==> src/rtl/regfile_wb_arbiter.sv <==
// Writeback arbiter for the integer register file write port: merges in-order
// pipeline results with buffered load results, with anti-starvation for loads.
module regfile_wb_arbiter #(
    parameter int unsigned LD_DEPTH   = 4,
    parameter int unsigned STARVE_MAX = 8
) (
    input  logic        clk,
    input  logic        rst,
    input  logic        pipe_valid,
    input  logic [4:0]  pipe_rd,
    input  logic [31:0] pipe_data,
    output logic        pipe_stall,
    input  logic        ld_valid,
    output logic        ld_ready,
    input  logic [4:0]  ld_rd,
    input  logic [31:0] ld_data,
    output logic        reg_wrW,
    output logic [4:0]  waddr,
    output logic [31:0] wdata,
    output logic [31:0] pend_mask
);

    localparam int unsigned PW = $clog2(LD_DEPTH);
    localparam int unsigned SW = $clog2(STARVE_MAX + 1);
    localparam logic [SW-1:0] STARVE_LIM = SW'(STARVE_MAX);
    localparam logic [SW-1:0] STARVE_ONE = SW'(1);
    localparam logic [PW:0]   PTR_ONE    = (PW+1)'(1);

    logic [4:0]    fifo_rd_q   [LD_DEPTH];
    logic [31:0]   fifo_data_q [LD_DEPTH];
    logic          valid_q     [LD_DEPTH];
    logic          valid_d     [LD_DEPTH];

    logic [PW:0]   wr_ptr_q, wr_ptr_d;
    logic [PW:0]   rd_ptr_q, rd_ptr_d;
    logic [PW-1:0] wr_idx, rd_idx;
    logic [SW-1:0] starve_q, starve_d;
    logic          out_en_q;

    logic          reg_wrW_q, reg_wrW_d;
    logic [4:0]    waddr_q, waddr_d;
    logic [31:0]   wdata_q, wdata_d;

    logic          empty, full, accept, push, pop;
    logic          pipe_wants;
    logic [4:0]    head_rd;
    logic [31:0]   head_data;

    assign wr_idx    = wr_ptr_q[PW-1:0];
    assign rd_idx    = rd_ptr_q[PW-1:0];
    assign empty     = (wr_ptr_q == rd_ptr_q);
    assign full      = (wr_ptr_q[PW] != rd_ptr_q[PW]) && (wr_idx == rd_idx);
    assign head_rd   = fifo_rd_q[rd_idx];
    assign head_data = fifo_data_q[rd_idx];

    // out_en_q keeps ld_ready low throughout reset without routing rst into logic.
    assign ld_ready   = out_en_q && !full;
    assign accept     = ld_valid && ld_ready;
    assign push       = accept && (ld_rd != 5'd0);
    assign pipe_stall = !empty && (starve_q == STARVE_LIM);
    assign pipe_wants = pipe_valid && (pipe_rd != 5'd0);

    assign reg_wrW = reg_wrW_q;
    assign waddr   = waddr_q;
    assign wdata   = wdata_q;

    always_comb begin
        pop       = 1'b0;
        reg_wrW_d = 1'b0;
        waddr_d   = waddr_q;
        wdata_d   = wdata_q;
        if (pipe_stall) begin
            pop       = 1'b1;
            reg_wrW_d = 1'b1;
            waddr_d   = head_rd;
            wdata_d   = head_data;
        end else if (pipe_wants) begin
            reg_wrW_d = 1'b1;
            waddr_d   = pipe_rd;
            wdata_d   = pipe_data;
        end else if (!empty) begin
            pop       = 1'b1;
            reg_wrW_d = 1'b1;
            waddr_d   = head_rd;
            wdata_d   = head_data;
        end
    end

    always_comb begin
        wr_ptr_d = push ? (wr_ptr_q + PTR_ONE) : wr_ptr_q;
        rd_ptr_d = pop  ? (rd_ptr_q + PTR_ONE) : rd_ptr_q;
        if (empty || pop) begin
            starve_d = '0;
        end else if (starve_q != STARVE_LIM) begin
            starve_d = starve_q + STARVE_ONE;
        end else begin
            starve_d = starve_q;
        end
    end

    // Push and pop never target the same slot: that would need a FIFO both empty and full.
    always_comb begin
        for (int unsigned i = 0; i < LD_DEPTH; i++) begin
            valid_d[i] = valid_q[i];
        end
        if (push) valid_d[wr_idx] = 1'b1;
        if (pop)  valid_d[rd_idx] = 1'b0;
    end

    always_comb begin
        pend_mask = '0;
        for (int unsigned i = 0; i < LD_DEPTH; i++) begin
            if (valid_q[i]) pend_mask[fifo_rd_q[i]] = 1'b1;
        end
    end

    always_ff @(posedge clk or negedge rst) begin
        if (!rst) begin
            wr_ptr_q  <= '0;
            rd_ptr_q  <= '0;
            starve_q  <= '0;
            out_en_q  <= 1'b0;
            reg_wrW_q <= 1'b0;
            waddr_q   <= '0;
            wdata_q   <= '0;
            for (int unsigned i = 0; i < LD_DEPTH; i++) begin
                valid_q[i] <= 1'b0;
            end
        end else begin
            wr_ptr_q  <= wr_ptr_d;
            rd_ptr_q  <= rd_ptr_d;
            starve_q  <= starve_d;
            out_en_q  <= 1'b1;
            reg_wrW_q <= reg_wrW_d;
            waddr_q   <= waddr_d;
            wdata_q   <= wdata_d;
            for (int unsigned i = 0; i < LD_DEPTH; i++) begin
                valid_q[i] <= valid_d[i];
            end
        end
    end

    always_ff @(posedge clk) begin
        if (push) begin
            fifo_rd_q[wr_idx]   <= ld_rd;
            fifo_data_q[wr_idx] <= ld_data;
        end
    end

endmodule

==> config.mk <==
export PLATFORM = sky130hd
export DESIGN_NAME = regfile_wb_arbiter
export DESIGN_NICKNAME = d
export VERILOG_FILES = /design/src/rtl/regfile_wb_arbiter.sv
export SDC_FILE = /design/constraint.sdc
export NUM_CORES = 1
export LEC_CHECK = 0
export BUFFER_PORTS_ARGS = -buffer_cell sky130_fd_sc_hd__buf_4
export CORE_ASPECT_RATIO = 0.5
export CORE_MARGIN = 3
export CORE_UTILIZATION = 56
export CTS_CLUSTER_DIAMETER = 120
export CTS_CLUSTER_SIZE = 30
export DETAILED_ROUTE_END_ITERATION = 6
export HOLD_SLACK_MARGIN = 0.15
export PLACE_DENSITY = 0.9
export SYNTH_ARGS = -nofsm -noshare
export SYNTH_HDL_FRONTEND = slang
export SYNTH_SLANG_ARGS = --single-unit
==> constraint.sdc <==
create_clock -name clk -period 2.95 [get_ports clk]
set_input_delay 0 -clock clk [delete_from_list [all_inputs] [get_ports clk]]
set_output_delay 0 -clock clk [all_outputs]
set_load 0.05 [all_outputs]
# Word level (Yosys, flattened, before mapping)
# Memories as Yosys holds them, arrays and structs flattened.
# Cells that the tools add are included.
totals:
  ff_bits: 53
  ram_bits: 148
  out_inout_bits: 72
  input_bits: 78
  mem_count: 2
classes:
  add_sub_neg: 3
  n_reduce_logical: 18
  eq_ne: 6
  bitwise_logic: 8
  n_lt_le_gt_ge: 12
  mux: 33
mem_list:
  columns: ["memory", "depth", "width", "rd", "rd_clocked_by_memory_dff", "write_ports", "line_no", "text"]
  rows:
  - ["fifo_data_q", 4, 32, 1, 0, 1, "30", "logic [31:0] fifo_data_q [LD_DEPTH];"]
  - ["fifo_rd_q", 4, 5, 5, 0, 1, "29", "logic [4:0] fifo_rd_q [LD_DEPTH];"]
ops:
  columns: ["cell", "n"]
  rows:
  - ["two-way mux 32 bit", 7]
  - ["OR 32 bit", 3]
  - ["less-than comparator 5 x 6 -> 1 bit (second input constant)", 4]
  - ["demux 1 bit (select 5 bit)", 4]
  - [">= comparator 5 x 1 -> 1 bit (second input constant)", 4]
  - ["two-way mux 4 bit", 4]
  - ["two-way mux 5 bit", 3]
  - ["two-way mux 1 bit", 13]
  - ["logical AND 1 bit", 12]
  - ["nonzero test 5 bit", 2]
  - ["adder 3 x 1 -> 3 bit (second input constant)", 2]
  - [">= comparator 3 bit (second input constant)", 2]
  - ["less-than comparator 3 x 1 -> 1 bit (second input constant)", 2]
  - ["inverter 2 -> 3 bit", 2]
  - ["adder 4 x 1 -> 4 bit (second input constant)", 1]
  - ["bitwise AND 4 bit", 1]
  - ["demux 1 bit (select 2 bit)", 2]
  - ["== test 4 bit (second input constant)", 1]
  - ["inequality test 4 bit (second input constant)", 1]
  - ["inverter 4 bit", 1]
  - ["OR 4 bit", 1]
  - ["== test 3 bit", 1]
  - ["inequality test 3 x 2 -> 1 bit (second input constant)", 1]
  - ["== test 2 bit", 1]
  - ["4 further kinds", 5]

# Logic depth before layout (Yosys ltp)
depth:
  ltp_word: 11
  mapped_depth: 8

# Worst setup path before layout
# OpenSTA, ideal clock, no wires.
synth_path:
  path_type: "reg-to-reg"
  from: "register rd_ptr_q[1]"
  to: "memory fifo_data_q[0][0] (enable)"
  t_arrival_ns: 2.919
  path_stages_with_launch: 5
  period_less_slack_ns: 3.317
  path_slack_ns: -0.367
  cell_sequence: "dfrtp_1 > xnor2_1 > a31oi_1 > and3_1 > and2_1"
synth_via:
  elab_chain_cells: 8
synth_lines:
  columns: ["element", "line_no", "text"]
  rows:
  - ["from (decl)", "35", "logic [PW:0] rd_ptr_q, rd_ptr_d;"]
  - ["from (signal assigned)", "131", "rd_ptr_q <= rd_ptr_d;"]
  - ["== test 2 bit", "52", "assign full = (wr_ptr_q[PW] != rd_ptr_q[PW]) && (wr_idx == rd_idx);"]
  - ["logical AND 1 bit", "52", null]
  - ["zero test 1 bit", "57", "assign ld_ready = out_en_q && !full;"]
  - ["logical AND 1 bit", "57", null]
  - ["via ld_ready", "14", "output logic ld_ready,"]
  - ["logical AND 1 bit", "58", "assign accept = ld_valid && ld_ready;"]
  - ["logical AND 1 bit", "59", "assign push = accept && (ld_rd != 5'd0);"]
  - ["two-way mux 1 bit", "144", "if (push) begin"]
  - ["two-way mux 1 bit (implied by the code)", "146", "fifo_data_q[wr_idx] <= ld_data;"]
  - ["to (decl)", "30", null]
# The timed path passes the listed nets, and every way through them passes these cells.

# Worst setup path after layout
layout_path:
  from: "register wr_ptr_q[1]"
  to: "register waddr_q[3] (netlist: waddr[3])"
layout_via:
  elab_chain_cells: 4
layout_lines:
  columns: ["element", "line_no", "text"]
  rows:
  - ["from (decl)", "34", "logic [PW:0] wr_ptr_q, wr_ptr_d;"]
  - ["from (signal assigned)", "130", "wr_ptr_q <= wr_ptr_d;"]
  - ["== test 3 bit *", "51", "assign empty = (wr_ptr_q == rd_ptr_q);"]
  - ["zero test 1 bit", null, null]
  - ["logical AND 1 bit", "60", "assign pipe_stall = !empty && (starve_q == STARVE_LIM);"]
  - ["inequality test 3 x 2 -> 1 bit (no source line) / two-way mux 5 bit (equally long branches)", null, null]
  - ["to (signal assigned)", "135", "waddr_q <= waddr_d;"]
  - ["to (decl)", "41", "logic [4:0] waddr_q, waddr_d;"]
# Every way passes the cells marked *; elsewhere a longest branch is shown, timed or not.
# A chain may end at the register's enable or synchronous reset.

==> impl_table.tex <==
\begin{tabular}{lr}
\hline
Metric & Value \\
\hline
\multicolumn{2}{l}{\textbf{Global routing}} \\
Pin count of the biggest net entering global routing & 54 \\
Wire length of the first global-routing pass & 42000 µm \\
Overflow left after global routing & 0 \\
Vias in the first global route & 6784 \\
All-layer global routing usage & 31.8\% \\
Initial antenna violation count & 0 \\
\multicolumn{2}{l}{\textbf{Clocking}} \\
Buffer cell driving the clock tree root & clkbuf\_16 \\
CTS HTree Levels & 1 \\
Post-CTS setup buffer count & 0 \\
Clock network latency to the later pin of the worst-skew pair & 0.47 ns \\
Reg clk slew, reported paths & 0.12 ns \\
Max Buffers Root-to-Sink & 3 \\
CTS Buf Count & 10 \\
TritonCTS clock tree & built \\
TritonCTS Sinks & 201 \\
\multicolumn{2}{l}{\textbf{Status}} \\
Outcome & completed \\
\multicolumn{2}{l}{\textbf{Timing}} \\
RSZ-0062 raised after global routing & false \\
Finish-stage setup viols & 0 \\
Post-Route Setup TNS & 0 ns \\
Period Utilization, post-route & 96.0\% \\
Clock tree skew after final layout & 0.0229 ns \\
Maximum achievable frequency & 353 MHz \\
Max Slew Vio Count & 0 \\
Relative slew slack & 29.9\% \\
Final Hold Fails & 0 \\
Time the final worst path needs with I/O delays and setup & 2.83 ns \\
Transition time of the tightest slew-check pin & 1.04 ns \\
\multicolumn{2}{l}{\textbf{Cells and area}} \\
Syn-to-layout area delta & 27.4\% \\
Total Nets Final & 872 \\
Diodes inserted & 0 \\
Final cell count without fillers & 986 \\
Number of fill cells & 770 \\
Share of layout cells above drive strength 1 & 33.4\% \\
\multicolumn{2}{l}{\textbf{Die}} \\
DIE AREA & 17500 µm² \\
Die Height & 95.0 µm \\
Rows & 31 \\
Count of pins on the block boundary & 150 \\
Initial core utilization & 59.3\% \\
Chip width & 184 µm \\
Core Area & 15000 µm² \\
\multicolumn{2}{l}{\textbf{Place}} \\
Final estimated routing congestion in global placement & 0.919 \\
Port bufs & 149 \\
DP Cell Count & 892 \\
Placed wire-length estimate after detailed placement & 15100 µm \\
\multicolumn{2}{l}{\textbf{Setup path}} \\
Capturing element type of the critical path & flop \\
Critical path peak fanout & 42 \\
Logic depth of the worst register-to-register path & 6 \\
Reg-to-reg setup timing slack & 0.12 ns \\
Worst endpoint required time & 3.31 ns \\
R2R Path End & waddr[3] \\
Critical path data arrival time & 3.19 ns \\
Kind of start point of the critical path & flop \\
Category of the critical setup timing path & flop to flop \\
R2R Path Start & wr\_ptr\_q[1] \\
\multicolumn{2}{l}{\textbf{Yosys}} \\
Flops \& latches, synth & 201 \\
Mean cell area of the mapped netlist & 15.6 µm² \\
Post-synthesis cell count & 568 \\
Most used flip-flop cell after synthesis & edfxtp\_1 \\
Netlist Area Pre-Place & 8870 µm² \\
Post-synthesis sequential area ratio & 65.0\% \\
Post-synth ARST share & 26.4\% \\
Synth warn & 0 \\
Distinct cells, synth & 44 \\
Nets in the synthesized netlist & 656 \\
EDFF count, synth & 148 \\
\multicolumn{2}{l}{\textbf{Flow run}} \\
Max-cap viol count & 0 \\
\multicolumn{2}{l}{\textbf{Route}} \\
Number of violations reported at the end of detailed-routing iteration 0 & 1011 \\
Vias & 6818 \\
Number of vias per cell & 6.91 \\
Routed wire length per instance & 27.9 µm \\
Routed Antenna Nets & 0 \\
DRC & 0 \\
Total wire length & 27500 µm \\
Number of detailed-route iterations in the first pass & 5 \\
\multicolumn{2}{l}{\textbf{Power and ir drop}} \\
Lkg Pwr & 4.17 nW \\
Max IR drop VDD & 608 µV \\
Power density relative to cell area & 894 nW/µm² \\
\multicolumn{2}{l}{\textbf{Worst hold path}} \\
Min-delay worst type & input port to async pin \\
\hline
\end{tabular}
==> critical path: stages, from the launching register on <==
cell	delay, ns
dfrtp_1	0.46
xnor2_1	0.52
and3_1	0.32
buf_4	0.43
nor3b_1	0.11
a211o_1	0.31
dlygate4sd3_1	0.57
==> worst max-delay path by stage <==
stage | startpoint | end | slack [ns] | cells after the start
4_1_cts | starve_q[0] | waddr[3] | 0.02 | 7
2_1_floorplan | rd_ptr_q[1] | fifo_data_q[0][0] | 0.02 | 4
3_5_place_dp | starve_q[0] | waddr[4] | 0.49 | 6
6_report | wr_ptr_q[1] | waddr[3] | 0.12 | 6
5_1_grt | rd_ptr_q[0] | waddr[3] | 0.07 | 5
3_3_place_gp | starve_q[0] | waddr[4] | 0.50 | 6
==> synthesized netlist by cell type, types with 2 or more instances <==
library cell	number	area [µm²]
a211o_1	3	26.3
a21oi_1	9	45.0
a221o_1	16	160
a221oi_1	3	26.3
a22oi_1	7	52.6
a31oi_1	2	12.5
and2_1	3	18.8
and3_1	9	56.3
and3b_1	2	17.5
buf_1	3	11.3
buf_2	9	45.0
buf_6	2	22.5
clkbuf_1	21	78.8
dfrtp_1	53	1330
edfxtp_1	148	4440
ha_1	10	125
inv_1	12	45.0
mux2_2	2	22.5
mux4_2	37	833
nand2_1	22	82.6
nand3_1	7	35.0
nand3b_1	13	97.6
nor2_1	27	101
nor3_1	6	30.0
nor3b_1	12	90.1
o211ai_1	9	67.6
o21ai_0	2	10.0
o221a_2	34	383
o221ai_1	7	61.3
o22ai_1	15	93.8
or3_1	37	231
or3b_2	6	52.6
xnor2_1	6	52.6
xor2_1	4	35.0
==> through the flow <==
| stage | cell area, µm² | setup slack (ns) | utilization (%) | hold WS [ns] | power, mW |
|---|---|---|---|---|---|
| final | 11300 | 0.117 | 75.5 | 0.120 | 10.1 |
| after global routing | 11300 | 0.0673 | 75.5 | 0.188 | 10.4 |
| after CTS | 11300 | 0.0159 | 75.5 | 0.154 | 9.84 |
| after detailed placement | 10200 | 0.492 | 68.3 | 0.101 | 8.19 |
| after global placement | 10200 | 0.502 | 68.3 | 0.0987 | 8.04 |
| after floorplan | 8880 | 0.0248 | - | -0.296 | 6.88 |
==> cell usage in the layout, fill, tap and decap left out, types with 4 or more instances in the layout <==
cell type / instances
o22ai_1: 15
o221ai_1: 7
dlygate4sd3_1: 78
nor3b_1: 12
or3b_2: 6
clkbuf_1: 4
a22oi_1: 7
ha_1: 10
dfrtp_1: 51
buf_4: 158
o221a_2: 34
nor3_1: 6
a21oi_1: 9
nand2_1: 22
inv_1: 12
xnor2_1: 6
xor2_1: 4
or3_1: 37
clkbuf_16: 11
nand3b_1: 13
a221o_1: 16
and3_1: 9
nand3_1: 7
o211ai_1: 9
mux4_2: 37
edfxtp_1: 148
nor2_1: 27
==> where the power goes <==
group,internal [mW],switching [mW],total (mW)
logic,1.68,2.74,4.43
clock network,0.704,0.881,1.58
registers,3.64,0.454,4.10
==> final cells by class <==
class | count | area, µm² | area share (%)
clock buffer | 15 | 290 | 2.57
clock inverter | 1 | 11.3 | 0.0996
inverter | 12 | 45.0 | 0.398
multi-input combinational | 320 | 2910 | 25.8
sequential | 201 | 5770 | 51.1
tap | 198 | 248 | 2.19
timing repair buffer | 239 | 2030 | 17.9
==> metal layers <==
metal	track usage [%]	share of wire (%)
met5	0	0
met4	10.4	3.1
met3	4.69	9.5
met2	53.9	49
met1	43.6	38
==> state kept, by name, indices dropped and copies added, names as in the netlist <==
name,flops
fifo_data_q,128
fifo_rd_q,20
out_en_q,1
rd_ptr_q,3
reg_wrW,1
starve_q,4
valid_q,4
waddr,5
wdata,32
wr_ptr_q,3
==> cell families (layout without fill, tap and decap cells) <==
family / after synthesis / count (layout) / synth area share (%)
AOI/OAI and AO/OA: 110 / 110 / 10.9
xor gates and xnor gates: 10 / 10 / 0.987
muxes: 39 / 39 / 9.64
adders and majority gates: 10 / 10 / 1.41
and+or+nand+nor: 150 / 150 / 9.73
DFF: 201 / 201 / 65.0
other: 1 / 1 / 0.0423
buffers and inverters: 47 / 267 / 2.28
==> what timing repair did <==
action	4_1_cts	5_1_grt
endpoints found under the hold margin	243	0
gates resized for setup	0	1
hold buffers	78	0
setup endpoints to repair	0	1
Power figures use the tool's default switching activity.
